<file path="config.mk">
export PLATFORM = sky130hd
export DESIGN_NAME = neuron_layer_sequencer_flat
export DESIGN_NICKNAME = d
export VERILOG_FILES = /design/src/rtl/neuron_layer_sequencer_if.sv /design/src/rtl/neuron_layer_sequencer.sv /design/src/flat_wrapper.sv
export SDC_FILE = /design/constraint.sdc
export NUM_CORES = 1
export LEC_CHECK = 0
export ABC_AREA = 0
export BUFFER_PORTS_ARGS = -buffer_cell sky130_fd_sc_hd__buf_2
export CAP_MARGIN = 20
export CORE_AREA = 2 2 126 128
export CTS_CLUSTER_DIAMETER = 30
export DETAILED_ROUTE_END_ITERATION = 10
export DIE_AREA = 0 0 128 130
export PLACE_DENSITY_LB_ADDON = 0.12
export SLEW_MARGIN = 20
export SYNTH_ARGS = -nofsm -noshare
export SYNTH_HDL_FRONTEND = slang
export SYNTH_SLANG_ARGS = --single-unit
</file>
<file path="constraint.sdc">
create_clock -name clk -period 2.37 [get_ports clk]
set_input_delay 0.237 -clock clk [delete_from_list [all_inputs] [get_ports clk]]
set_output_delay 0.237 -clock clk [all_outputs]
set_load 0.02 [all_outputs]
</file>
<file path="src/rtl/neuron_layer_sequencer_if.sv">
// Handshake and data bundle between a layer controller, the weight/bias ROM,
// a single neuron engine and the neuron_layer_sequencer that drives them.
interface neuron_layer_sequencer_if #(
   parameter int N_NEURONS = 4,
   parameter int ADDR_W    = 2
);
   logic                   start_layer;
   logic [63:0]            layer_inp;
   logic [ADDR_W-1:0]      w_addr;
   logic [63:0]            w_data;
   logic [7:0]             b_data;
   logic                   neuron_start;
   logic [63:0]            neuron_w;
   logic [63:0]            neuron_inp;
   logic [7:0]             neuron_bias;
   logic                   neuron_finish;
   logic [7:0]             neuron_out;
   logic [8*N_NEURONS-1:0] layer_out;
   logic                   layer_done;
   logic                   busy;
   logic                   timeout;

   // Environment side: controller, ROM and neuron engine
   modport master (
      output start_layer, layer_inp, w_data, b_data, neuron_finish, neuron_out,
      input  w_addr, neuron_start, neuron_w, neuron_inp, neuron_bias,
             layer_out, layer_done, busy, timeout
   );

   // Sequencer side
   modport slave (
      input  start_layer, layer_inp, w_data, b_data, neuron_finish, neuron_out,
      output w_addr, neuron_start, neuron_w, neuron_inp, neuron_bias,
             layer_out, layer_done, busy, timeout
   );
endinterface

</file>
<file path="src/rtl/neuron_layer_sequencer.sv">
// Runs one neural-network layer by time-multiplexing a single neuron engine:
// for each neuron index it fetches weights/bias from a synchronous ROM,
// starts the neuron, waits (with a watchdog) for its result and stores it in
// the corresponding layer_out slot.
module neuron_layer_sequencer #(
   parameter int N_NEURONS = 4,
   parameter int ADDR_W    = 2,
   parameter int TIMEOUT   = 255
) (
   input logic                     clk,
   input logic                     rst,
   neuron_layer_sequencer_if.slave bus
);

   localparam int WD_W = $clog2(TIMEOUT + 1);
   localparam logic [ADDR_W-1:0] IDX_LAST = ADDR_W'(N_NEURONS - 1);
   localparam logic [WD_W-1:0]   WD_LAST  = WD_W'(TIMEOUT - 1);

   typedef enum logic [2:0] {
      S_IDLE,
      S_FETCH,
      S_LOAD,
      S_START,
      S_WAIT,
      S_DONE
   } state_t;

   state_t                 state;
   state_t                 state_nxt;
   logic [ADDR_W-1:0]      idx;
   logic [WD_W-1:0]        wd;
   logic                   idx_last;
   logic                   wd_expired;

   logic [63:0]            neuron_w_q;
   logic [63:0]            neuron_inp_q;
   logic [7:0]             neuron_bias_q;
   logic [8*N_NEURONS-1:0] layer_out_q;
   logic                   neuron_start_q;
   logic                   layer_done_q;
   logic                   busy_q;
   logic                   timeout_q;

   assign idx_last   = (idx == IDX_LAST);
   // wd counts finish-less WAIT cycles already spent; the current one is the last allowed
   assign wd_expired = (wd == WD_LAST);

   assign bus.w_addr       = idx;
   assign bus.neuron_w     = neuron_w_q;
   assign bus.neuron_inp   = neuron_inp_q;
   assign bus.neuron_bias  = neuron_bias_q;
   assign bus.layer_out    = layer_out_q;
   assign bus.neuron_start = neuron_start_q;
   assign bus.layer_done   = layer_done_q;
   assign bus.busy         = busy_q;
   assign bus.timeout      = timeout_q;

   // State register
   always_ff @(posedge clk or negedge rst) begin
      if (!rst) state <= S_IDLE;
      else      state <= state_nxt;
   end

   // Next-state logic: one pass FETCH-LOAD-START-WAIT per neuron, then DONE
   always_comb begin
      state_nxt = state;
      unique case (state)
         S_IDLE:  if (bus.start_layer) state_nxt = S_FETCH;
         S_FETCH: state_nxt = S_LOAD;
         S_LOAD:  state_nxt = S_START;
         S_START: state_nxt = S_WAIT;
         S_WAIT: begin
            if (bus.neuron_finish) state_nxt = idx_last ? S_DONE : S_FETCH;
            else if (wd_expired)   state_nxt = S_DONE;
         end
         S_DONE:  state_nxt = S_IDLE;
         default: state_nxt = S_IDLE;
      endcase
   end

   // Datapath: index, watchdog, operand capture, result slots, error flag
   always_ff @(posedge clk or negedge rst) begin
      if (!rst) begin
         idx           <= '0;
         wd            <= '0;
         neuron_w_q    <= '0;
         neuron_inp_q  <= '0;
         neuron_bias_q <= '0;
         layer_out_q   <= '0;
         timeout_q     <= 1'b0;
      end else begin
         unique case (state)
            S_IDLE: begin
               if (bus.start_layer) begin
                  neuron_inp_q <= bus.layer_inp;
                  idx          <= '0;
                  timeout_q    <= 1'b0;
               end
            end
            S_LOAD: begin
               neuron_w_q    <= bus.w_data;
               neuron_bias_q <= bus.b_data;
            end
            S_START: wd <= '0;
            S_WAIT: begin
               if (bus.neuron_finish) begin
                  for (int unsigned i = 0; i < N_NEURONS; i++) begin
                     if (idx == ADDR_W'(i)) layer_out_q[8*i +: 8] <= bus.neuron_out;
                  end
                  if (!idx_last) idx <= idx + 1'b1;
               end else if (wd_expired) begin
                  timeout_q <= 1'b1;
               end else begin
                  wd <= wd + 1'b1;
               end
            end
            default: ;
         endcase
      end
   end

   // Status strobes are registered from the next state so they align with it
   always_ff @(posedge clk or negedge rst) begin
      if (!rst) begin
         neuron_start_q <= 1'b0;
         layer_done_q   <= 1'b0;
         busy_q         <= 1'b0;
      end else begin
         neuron_start_q <= (state_nxt == S_START);
         layer_done_q   <= (state_nxt == S_DONE);
         busy_q         <= (state_nxt != S_IDLE);
      end
   end

endmodule

</file>
<file path="src/flat_wrapper.sv">
// flat-port wrapper written by rule: the top's interface ports become plain ports
module neuron_layer_sequencer_flat 
#(
   parameter int N_NEURONS = 4,
   parameter int ADDR_W    = 2,
   parameter int TIMEOUT   = 255
)
  (clk, rst, bus_start_layer, bus_layer_inp, bus_w_data, bus_b_data, bus_neuron_finish, bus_neuron_out, bus_w_addr, bus_neuron_start, bus_neuron_w, bus_neuron_inp, bus_neuron_bias, bus_layer_out, bus_layer_done, bus_busy, bus_timeout);
  neuron_layer_sequencer_if #(.N_NEURONS(N_NEURONS), .ADDR_W(ADDR_W)) bus_i ();
  input logic clk;
  input logic rst;
  input wire logic [$bits(bus_i.start_layer)-1:0] bus_start_layer;
  input wire logic [$bits(bus_i.layer_inp)-1:0] bus_layer_inp;
  input wire logic [$bits(bus_i.w_data)-1:0] bus_w_data;
  input wire logic [$bits(bus_i.b_data)-1:0] bus_b_data;
  input wire logic [$bits(bus_i.neuron_finish)-1:0] bus_neuron_finish;
  input wire logic [$bits(bus_i.neuron_out)-1:0] bus_neuron_out;
  output wire logic [$bits(bus_i.w_addr)-1:0] bus_w_addr;
  output wire logic [$bits(bus_i.neuron_start)-1:0] bus_neuron_start;
  output wire logic [$bits(bus_i.neuron_w)-1:0] bus_neuron_w;
  output wire logic [$bits(bus_i.neuron_inp)-1:0] bus_neuron_inp;
  output wire logic [$bits(bus_i.neuron_bias)-1:0] bus_neuron_bias;
  output wire logic [$bits(bus_i.layer_out)-1:0] bus_layer_out;
  output wire logic [$bits(bus_i.layer_done)-1:0] bus_layer_done;
  output wire logic [$bits(bus_i.busy)-1:0] bus_busy;
  output wire logic [$bits(bus_i.timeout)-1:0] bus_timeout;
  assign bus_i.start_layer = bus_start_layer;
  assign bus_i.layer_inp = bus_layer_inp;
  assign bus_i.w_data = bus_w_data;
  assign bus_i.b_data = bus_b_data;
  assign bus_i.neuron_finish = bus_neuron_finish;
  assign bus_i.neuron_out = bus_neuron_out;
  assign bus_w_addr = bus_i.w_addr;
  assign bus_neuron_start = bus_i.neuron_start;
  assign bus_neuron_w = bus_i.neuron_w;
  assign bus_neuron_inp = bus_i.neuron_inp;
  assign bus_neuron_bias = bus_i.neuron_bias;
  assign bus_layer_out = bus_i.layer_out;
  assign bus_layer_done = bus_i.layer_done;
  assign bus_busy = bus_i.busy;
  assign bus_timeout = bus_i.timeout;
  neuron_layer_sequencer #(.N_NEURONS(N_NEURONS), .ADDR_W(ADDR_W), .TIMEOUT(TIMEOUT)) u_core (.clk(clk), .rst(rst), .bus(bus_i));
endmodule
</file>
-- Yosys cells after proc, flatten, opt, wreduce, memory -nomap -nowiden
Index checks and enable logic that the tools add are counted.
- register bits: 185
- bits of input ports: 148
- output and inout port bits: 174
- logic and storage cells: 61
- add/subtract/negate cells: 2
- equal/unequal tests: 16
- multiplexer cells: 16
- reductions and logical operators: 13
- operator list (operator ; count):
    $mux W8 ; 2
    $pmux W8 S2 ; 1
    $pmux W3 S5 ; 1
    $reduce_and A3 Y1 ; 5
    $mux W3 ; 4
    $ne A2 B2 Y1 const B ; 5
    $eq A3 B2 Y1 const B ; 3
    $add A8 B1 Y8 const B ; 1
    $eq A8 B8 Y1 const B ; 1
    $reduce_and A4 Y1 ; 2
    $eq A3 B3 Y1 const B ; 2
    $mux W2 ; 3
    $eq A2 B2 Y1 const B ; 2
    $pmux W2 S2 ; 1
    $reduce_bool A2 Y1 ; 2
    $eq A3 B1 Y1 const B ; 1
    $logic_not A3 Y1 ; 1
    $mux W1 ; 3
    $reduce_bool A3 Y1 ; 1
    $add A2 B1 Y2 const B ; 1
    $eq A2 B1 Y1 const B ; 1
    $logic_not A2 Y1 ; 1
    $ne A2 B1 Y1 const B ; 1
    $pmux W1 S2 ; 1
    $reduce_and A2 Y1 ; 1

-- Longest topological paths before layout
Gate-level depths: netlist of the first run.
- depth in word-level cells: 5
- gate-level depth with buffers: 7
- gate-level depth less buffers: 6

-- Worst setup path before layout of the first run
No wires, ideal clock.
- kind: register to register
- from: reg u_core.state[2]
- to: reg u_core.neuron_bias_q[2], in the netlist u_core.bus.neuron_bias[2]
- library setup time: 125 ps
- arrival: 1471 ps
- required time: 2245 ps
- path slack: 774 ps
- cell stages (with the launch flop): 6
- path buffers: 3
- period minus slack after synthesis: 1596 ps
- path through: dfrtp_1 buf_4 nor3b_1 buf_2 buf_2 mux2_2
- word-level cells in the longest chain between the ends: 1
- ends and longest elaborated chain (what ; line ; text):
    from (decl) ; neuron_layer_sequencer.sv:28 ; state_t state;
    from (signal assigned) ; neuron_layer_sequencer.sv:61 ; else state <= state_nxt;
    $eq A3 B2 Y1 ; neuron_layer_sequencer.sv:92 ; unique case (state)
    to (signal assigned) ; neuron_layer_sequencer.sv:102 ; neuron_bias_q <= bus.b_data;
    to (decl) ; neuron_layer_sequencer.sv:37 ; logic [7:0] neuron_bias_q;
No other way between the ends.
A chain may end at the register's enable or synchronous reset.

-- Final worst setup path of the first run
- from: reg u_core.state[2]
- to: reg u_core.layer_out_q[16], in the netlist u_core.bus.layer_out[16]
- word-level cells in the longest chain between the ends: 2
- ends and longest elaborated chain (what ; line ; text):
    $eq A3 B3 Y1 ; neuron_layer_sequencer.sv:92 ;
    $reduce_and A3 Y1 (no line) ; -- ;
    to (signal, indexed assignment) ; neuron_layer_sequencer.sv:108 ; if (idx == ADDR_W'(i)) layer_out_q[8*i +: 8] <= bus.neuron_out;
    to (decl) ; neuron_layer_sequencer.sv:38 ; logic [8*N_NEURONS-1:0] layer_out_q;
No other way between the ends.

==> qor.log, run 1 <==
INFO  placement      dpl_cell_area=0.00901mm²
INFO  placement      dp.cells=1074
INFO  grt            first_pass_grt_wire_length=28100µm
INFO  grt            antenna_found_initial=1
INFO  critical_path  r2r.worst_path.cells=3
INFO  timing         setup_total_negative_slack=0ns
INFO  critical_path  crit_fanout=11
INFO  logic_synthesis syn-mean-instance-area=12.4µm²
INFO  pwr            leakagePower=0.00542µW
INFO  floorplan      start_util=46.6%
INFO  layout         non_filler_instance_count_after_layout=1162
INFO  floorplan      core_region_area=0.0154mm²
INFO  logic_synthesis synth.net_count=734
INFO  logic_synthesis synth-warning-count=0
INFO  timing         finalClockSkew=0.00766ns
INFO  critical_path  timing.critical_path.to_type=register
INFO  logic_synthesis synthCells=580
INFO  worst_hold_path hold_path_class=primary input to register
INFO  clock_network  cts_num_sinks=185
INFO  clock_network  cts_tree=done
INFO  grt            number_of_global_route_vias_before_repair=5888
INFO  layout         postLayoutCellArea=0.0102mm²
INFO  drt            avgViaCountPerCell=4.89
INFO  logic_synthesis synth_edf_count=0
INFO  drt            wire_per_inst=15.4µm
INFO  drt            detail_route.wirelength=17900µm
INFO  drt            drt_first_iter_violations=249
INFO  grt            grt.total_usage=21.5%
INFO  placement      port-buffer-count=321
INFO  timing         grt_setup_unrepaired=false
INFO  clock_network  clkTransAtPathRegs=0.06ns
INFO  layout         final_cell_mix=buf_2 (320), nand2_1 (199), dfrtp_1 (185)
INFO  pwr            vdd_ir_drop_max=0.693mV
INFO  floorplan      io-pin-count=322
INFO  floorplan      die_area=0.0166mm²
INFO  timing         hold_viol=0
INFO  layout         layout_commonest_cell=buf_2
INFO  clock_network  worstSkewPairLatency=0.42ns
INFO  placement      place.gp.congestion=0.770
INFO  floorplan      die_x=128µm
INFO  layout         layout-area-overhead-vs-synth=42.1%
INFO  critical_path  rr_endpoint=u_core.bus.layer_out[16]
INFO  critical_path  crit_arrival=2.27ns
INFO  logic_synthesis synth_top_flop_cell=dfrtp_1
INFO  worst_hold_path hold_depth=3
INFO  layout         fillCellCount=1153
INFO  critical_path  cp_data_required_time=2.67ns
INFO  clock_network  cts_hold_buf=55
INFO  logic_synthesis postSynthRegisterBits=185
INFO  floorplan      dieHeight=130µm
INFO  worst_hold_path worstHoldEndpoint=u_core.bus.neuron_inp[45]
INFO  clock_network  cts_repair_resize_count=0
INFO  placement      post-dp-hpwl=12800µm
INFO  clock_network  max-clock-path-buffers=2
INFO  critical_path  timing.critical_path.from_type=register
INFO  clock_network  h-tree-depth=4
INFO  critical_path  timing.setup.critical_path_class=register to register
INFO  drt            post-route-drc-count=0
INFO  status         outcome=finished, final reports clean
INFO  logic_synthesis synth-async-reset-ratio=100%
INFO  layout         final_layout_size_suffix_gt1_share=48.8%
INFO  timing         final_min_period_over_clock_period=83.0%
INFO  timing         fmax=509MHz
INFO  clock_network  cts-buffers-inserted=17
INFO  layout         layout.nets=1110
INFO  critical_path  setup.reg_to_reg.worst_slack=0.40ns
INFO  pwr            total_power=14600µW
INFO  clock_network  cts-root-buf=clkbuf_16
INFO  timing         number_of_failing_setup_endpoints_in_the_final_timing_report=0
INFO  timing         layout_min_cycle_time=1.97ns
INFO  flow_run       drv_cap=0
INFO  clock_network  post_cts_buffers=0
INFO  timing         tightest_slew_margin_relative_to_the_limit=57.4%
INFO  drt            firstDrtPassIters=5
INFO  grt            global_route.overflow_total=0
INFO  timing         tightestPinTransition=0.636ns
INFO  layout         layout.core_utilization=66.2%
INFO  logic_synthesis syn-cell-area=0.00718mm²
INFO  worst_hold_path hp-start=bus_layer_inp[45]
INFO  floorplan      num_rows=46
INFO  grt            grt_max_degree=74
INFO  pwr            power_per_cell_area=1430mW/mm²
INFO  timing         maxSlewViolCount=0
INFO  drt            num_vias=5682
INFO  drt            postRouteAntennaNets=0
INFO  logic_synthesis yosys.cell_types.count=39
INFO  logic_synthesis synth_seq_area_share=64.5%
INFO  critical_path  regToRegStartpoint=u_core.state[2]
## cell usage after synthesis, types with 3 or more instances
cell type	number	area, µm²
mux2_2	105	1180
nand2_1	199	747
buf_2	13	65.1
dfrtp_1	185	4630
inv_1	4	15.0
ha_1	6	75.1
mux2i_1	3	30.0
o31ai_1	3	22.5
nand3_2	4	40.0
clkbuf_1	11	41.3
nor2_1	10	37.5
## through the flow
| stage | worst slack, ns | hold slack [ns] |
|---|---|---|
| 6_report | 0.404 | 0.0199 |
| 5_1_grt | 0.330 | 0.0163 |
| 4_1_cts | 0.410 | 0.00233 |
| 3_5_place_dp | 0.420 | 0.250 |
| 3_3_place_gp | 0.520 | 0.243 |
| 2_1_floorplan | 0.774 | -0.0586 |
## final cells by class
class | instances | area (µm²) | area share, %
clock buffer | 22 | 474 | 4.65
antenna | 1 | 2.50 | 0.0245
timing repair buffer | 384 | 2260 | 22.2
multi-input combinational | 364 | 2420 | 23.7
sequential | 185 | 4630 | 45.4
inverter | 4 | 15.0 | 0.147
clock inverter | 10 | 165 | 1.62
tap | 192 | 240 | 2.35
## how the worst max path moves through the flow
| stage | depth (start not counted) | from | to |
|---|---|---|---|
| floorplan | 5 | u_core.state[2] | u_core.bus.neuron_bias[2] |
| global placement | 3 | u_core.state[2] | u_core.bus.layer_out[17] |
| detailed placement | 3 | u_core.state[2] | u_core.bus.layer_out[16] |
| CTS | 3 | u_core.state[2] | u_core.bus.layer_out[16] |
| global route | 3 | u_core.state[2] | u_core.bus.layer_out[16] |
| finish | 3 | u_core.state[2] | u_core.bus.layer_out[16] |
## routing by layer
layer / vias to the layer above / share of wire (%) / GRT usage (%)
met5: - / 0 / 0
met3: 42 / 8.5 / 6.40
met4: 0 / 3.2 / 10.9
met2: 274 / 50 / 37.7
met1: 2699 / 38 / 23.9
li1: 2667 / - / -
## registers in the layout, summed over array words and instances, names as in the netlist, 2 cells and up
signal,cells
u_core.bus.neuron_inp,64
u_core.bus.neuron_bias,8
u_core.bus.w_addr,2
u_core.state,3
u_core.wd,8
u_core.bus.neuron_w,64
u_core.bus.layer_out,32
## power breakdown
group	internal (µW)	switching [µW]
sequential	4580	773
combinational	2480	3730
clock	1860	1160
total	8920	5660
## cell families after synthesis
family / synth area share (%)
and+or+nand+nor: 13.5
DFF: 64.5
muxes: 16.9
buffers and inverters: 2.06
AOI/OAI and AO/OA: 1.69
adders and majority gates: 1.05
xor gates and xnor gates: 0.366
## critical path, stage by stage (launching register included)
cell	delay [ns]
dfrtp_1	0.55
nor3b_2	0.61
nand3_2	0.32
mux2_2	0.37
Power figures use the tool's default switching activity.
==> inputs of run 2 (changes only) <==
Settings changed: ABC_AREA 0 to 1, CORE_AREA 2 2 126 128 to unset, CORE_ASPECT_RATIO set to 1.25, CORE_MARGIN set to 2, CORE_UTILIZATION set to 43, DIE_AREA 0 0 128 130 to unset.
Clock period 2.37 ns to 1.6 ns, I/O delays scaled along.
==> run 2 against run 1 <==
Effect of this change:
- cell area rose by 10%
- largest power group unchanged
- sequential share of layout area decreased by 4.2 points
- via count up 24%
- largest cell class unchanged
- synthesized area rose by 2.1%
==> qor.log, run 2 <==
INFO  drt            avgViaCountPerCell=4.59
INFO  drt            post-route-drc-count=0
INFO  timing         maxSlewViolCount=0
INFO  drt            detail_route.wirelength=22000µm
INFO  placement      dp.cells=1361
INFO  placement      place.gp.congestion=0.785
INFO  timing         tightest_slew_margin_relative_to_the_limit=70.5%
INFO  placement      post-place-ws=0.0989ns
INFO  logic_synthesis synth_seq_area_share=63.1%
INFO  clock_network  cts-buffers-inserted=17
INFO  timing         layout_min_cycle_time=1.48ns
INFO  drt            num_vias=7052
INFO  floorplan      core_region_area=0.0168mm²
INFO  pwr            power_per_cell_area=1850mW/mm²
INFO  logic_synthesis yosysTopAreaCellShare=63.1%
INFO  pwr            vdd_ir_drop_max=0.966mV
INFO  placement      post-dp-hpwl=14400µm
INFO  clock_network  clkTransAtPathRegs=0.06ns
INFO  timing         tightestPinTransition=0.443ns
INFO  status         outcome=finished, final reports clean
INFO  layout         final_cell_mix=nand2_1 (517), buf_2 (320), dfrtp_1 (185)
INFO  critical_path  cp_data_required_time=1.96ns
INFO  logic_synthesis syn-mean-instance-area=8.77µm²
INFO  layout         final_layout_size_suffix_gt1_share=29.3%
INFO  layout         non_filler_instance_count_after_layout=1538
INFO  logic_synthesis postSynthRegisterBits=185
INFO  timing         number_of_failing_setup_endpoints_in_the_final_timing_report=0
INFO  logic_synthesis synth-warning-count=0
INFO  timing         finalClockSkew=0.00841ns
INFO  worst_hold_path hold_depth=4
INFO  timing         fmax=674MHz
INFO  logic_synthesis synth.net_count=990
INFO  critical_path  timing.setup.critical_path_class=register to register
INFO  logic_synthesis synth_common_cells=nand2_1 (518), dfrtp_1 (185), o21ai_1 (21)
INFO  logic_synthesis syn-cell-area=0.00733mm²
INFO  clock_network  cts_num_sinks=185
INFO  drt            postRouteAntennaNets=0
INFO  clock_network  worstSkewPairLatency=0.43ns
INFO  logic_synthesis synth_top_flop_cell=dfrtp_1
INFO  timing         grt_setup_unrepaired=false
INFO  critical_path  rr_endpoint=u_core.bus.layer_out[17]
INFO  worst_hold_path hp-start=bus_neuron_finish
INFO  grt            grt.total_usage=24.3%
INFO  logic_synthesis yosys.cell_types.count=23
INFO  grt            grt_max_degree=74
INFO  floorplan      start_util=43.7%
INFO  layout         layout.nets=1461
INFO  logic_synthesis synthCells=836
INFO  clock_network  cts-root-buf=clkbuf_16
INFO  critical_path  setup.reg_to_reg.worst_slack=0.12ns
INFO  grt            number_of_global_route_vias_before_repair=7035
INFO  layout         layout-area-overhead-vs-synth=53.4%
INFO  clock_network  max-clock-path-buffers=2
INFO  worst_hold_path hold_path_class=primary input to register
INFO  timing         post-route-worst-setup-slack=0.116ns
INFO  drt            drt_first_iter_violations=382
INFO  clock_network  cts_tree=done
INFO  critical_path  crit_arrival=1.85ns
INFO  drt            wire_per_inst=14.3µm
INFO  timing         final_min_period_over_clock_period=92.8%
INFO  clock_network  h-tree-depth=4
INFO  floorplan      dieHeight=150µm
INFO  timing         hold_viol=0
INFO  floorplan      io-pin-count=322
INFO  critical_path  r2r.worst_path.cells=8
INFO  pwr            leakagePower=0.00641µW
INFO  flow_run       drv_cap=0
INFO  floorplan      num_rows=53
INFO  floorplan      die_area=0.0181mm²
INFO  layout         diodes=0
INFO  grt            first_pass_grt_wire_length=34500µm
INFO  logic_synthesis synth.area.top_cells=dfrtp_1 (63%), nand2_1 (27%), o21ai_1 (1.4%)
INFO  logic_synthesis synth-async-reset-ratio=100%
INFO  logic_synthesis yosys.cell_count.top_type=nand2_1
INFO  worst_hold_path worstHoldEndpoint=u_core.bus.timeout
INFO  layout         layout_commonest_cell=nand2_1
INFO  logic_synthesis synth_edf_count=0
INFO  critical_path  startpoint=u_core.state[0]
INFO  logic_synthesis yosysTopAreaCell=dfrtp_1
INFO  critical_path  timing.critical_path.from_type=register
INFO  grt            global_route.overflow_total=0
INFO  grt            antenna_found_initial=0
INFO  critical_path  regToRegStartpoint=u_core.state[0]
INFO  critical_path  crit_fanout=27
INFO  critical_path  timing.critical_path.to_type=register
INFO  drt            firstDrtPassIters=4
INFO  timing         setup_total_negative_slack=0ns
INFO  placement      port-buffer-count=321
INFO  floorplan      die_x=121µm
==> run 2: routing by layer <==
metal | wire, µm | vias to the layer above | global-route usage (%)
met1 | 8820 | 3231 | 29.0
met2 | 10800 | 279 | 40.7
li1 | - | 3488 | -
met4 | 808 | 0 | 11.4
met3 | 1510 | 54 | 6.63
met5 | 0 | - | 0
==> run 2: worst max path at each step <==
stage	endpoint	slack, ns
after floorplan	u_core.wd[6]	0.29
after global placement	u_core.bus.neuron_inp[23]	0.14
after detailed placement	u_core.bus.neuron_inp[21]	0.1
after CTS	u_core.bus.layer_out[18]	0.09
after global routing	u_core.bus.layer_out[18]	0.006
final	u_core.bus.layer_out[17]	0.12
==> run 2: repair_timing <==
item | CTS | global route
resized for setup | 0 | 4
hold endpoints to repair | 204 | 0
hold buffers | 145 | 0
buffers inserted | 0 | 2
setup endpoints to repair | 0 | 25
==> run 2: logic make-up after synthesis <==
logic type | count (synthesis) | synth area share [%]
AOI/OAI and AO/OA | 35 | 2.46
xor gates and xnor gates | 3 | 0.358
adders and majority gates | 6 | 1.02
buffers and inverters | 55 | 3.74
DFF | 185 | 63.1
and+or+nand+nor | 552 | 29.3
==> run 2: critical path: stages, from the launching register on <==
cell and delay, ns:
dfrtp_1 0.42, nor2_2 0.15, nand2_2 0.09, inv_4 0.10, nand2_2 0.10, buf_12 0.18
nor2_4 0.21, nand2_1 0.07, nand2_1 0.08
==> run 2: through the flow <==
step / instance area (µm²) / power [µW] / hold WS [ns] / utilization, %
6_report: 11200 / 20900 / 0.0855 / 67.0
5_1_grt: 11200 / 22300 / 0.110 / 67.0
4_1_cts: 11200 / 20900 / 0.0797 / 66.9
3_5_place_dp: 9240 / 16700 / 0.112 / 55.1
3_3_place_gp: 9240 / 16600 / 0.112 / 55.1
2_1_floorplan: 7330 / 13300 / -0.136 / -
==> run 2: cell type report <==
type	instances	area, µm²
timing repair buffer	485	3290
multi-input combinational	596	2440
tap	220	275
fill	1341	5530
inverter	22	85.1
clock buffer	21	460
clock inverter	9	68.8
sequential	185	4630
==> run 2: where the power goes <==
part	internal [µW]	total (µW)	leakage [µW]	switching (µW)
Combinational	3070	9370	0.00380	6290
Sequential	6630	7670	0.00235	1030
Clock	2060	3820	0.000256	1760
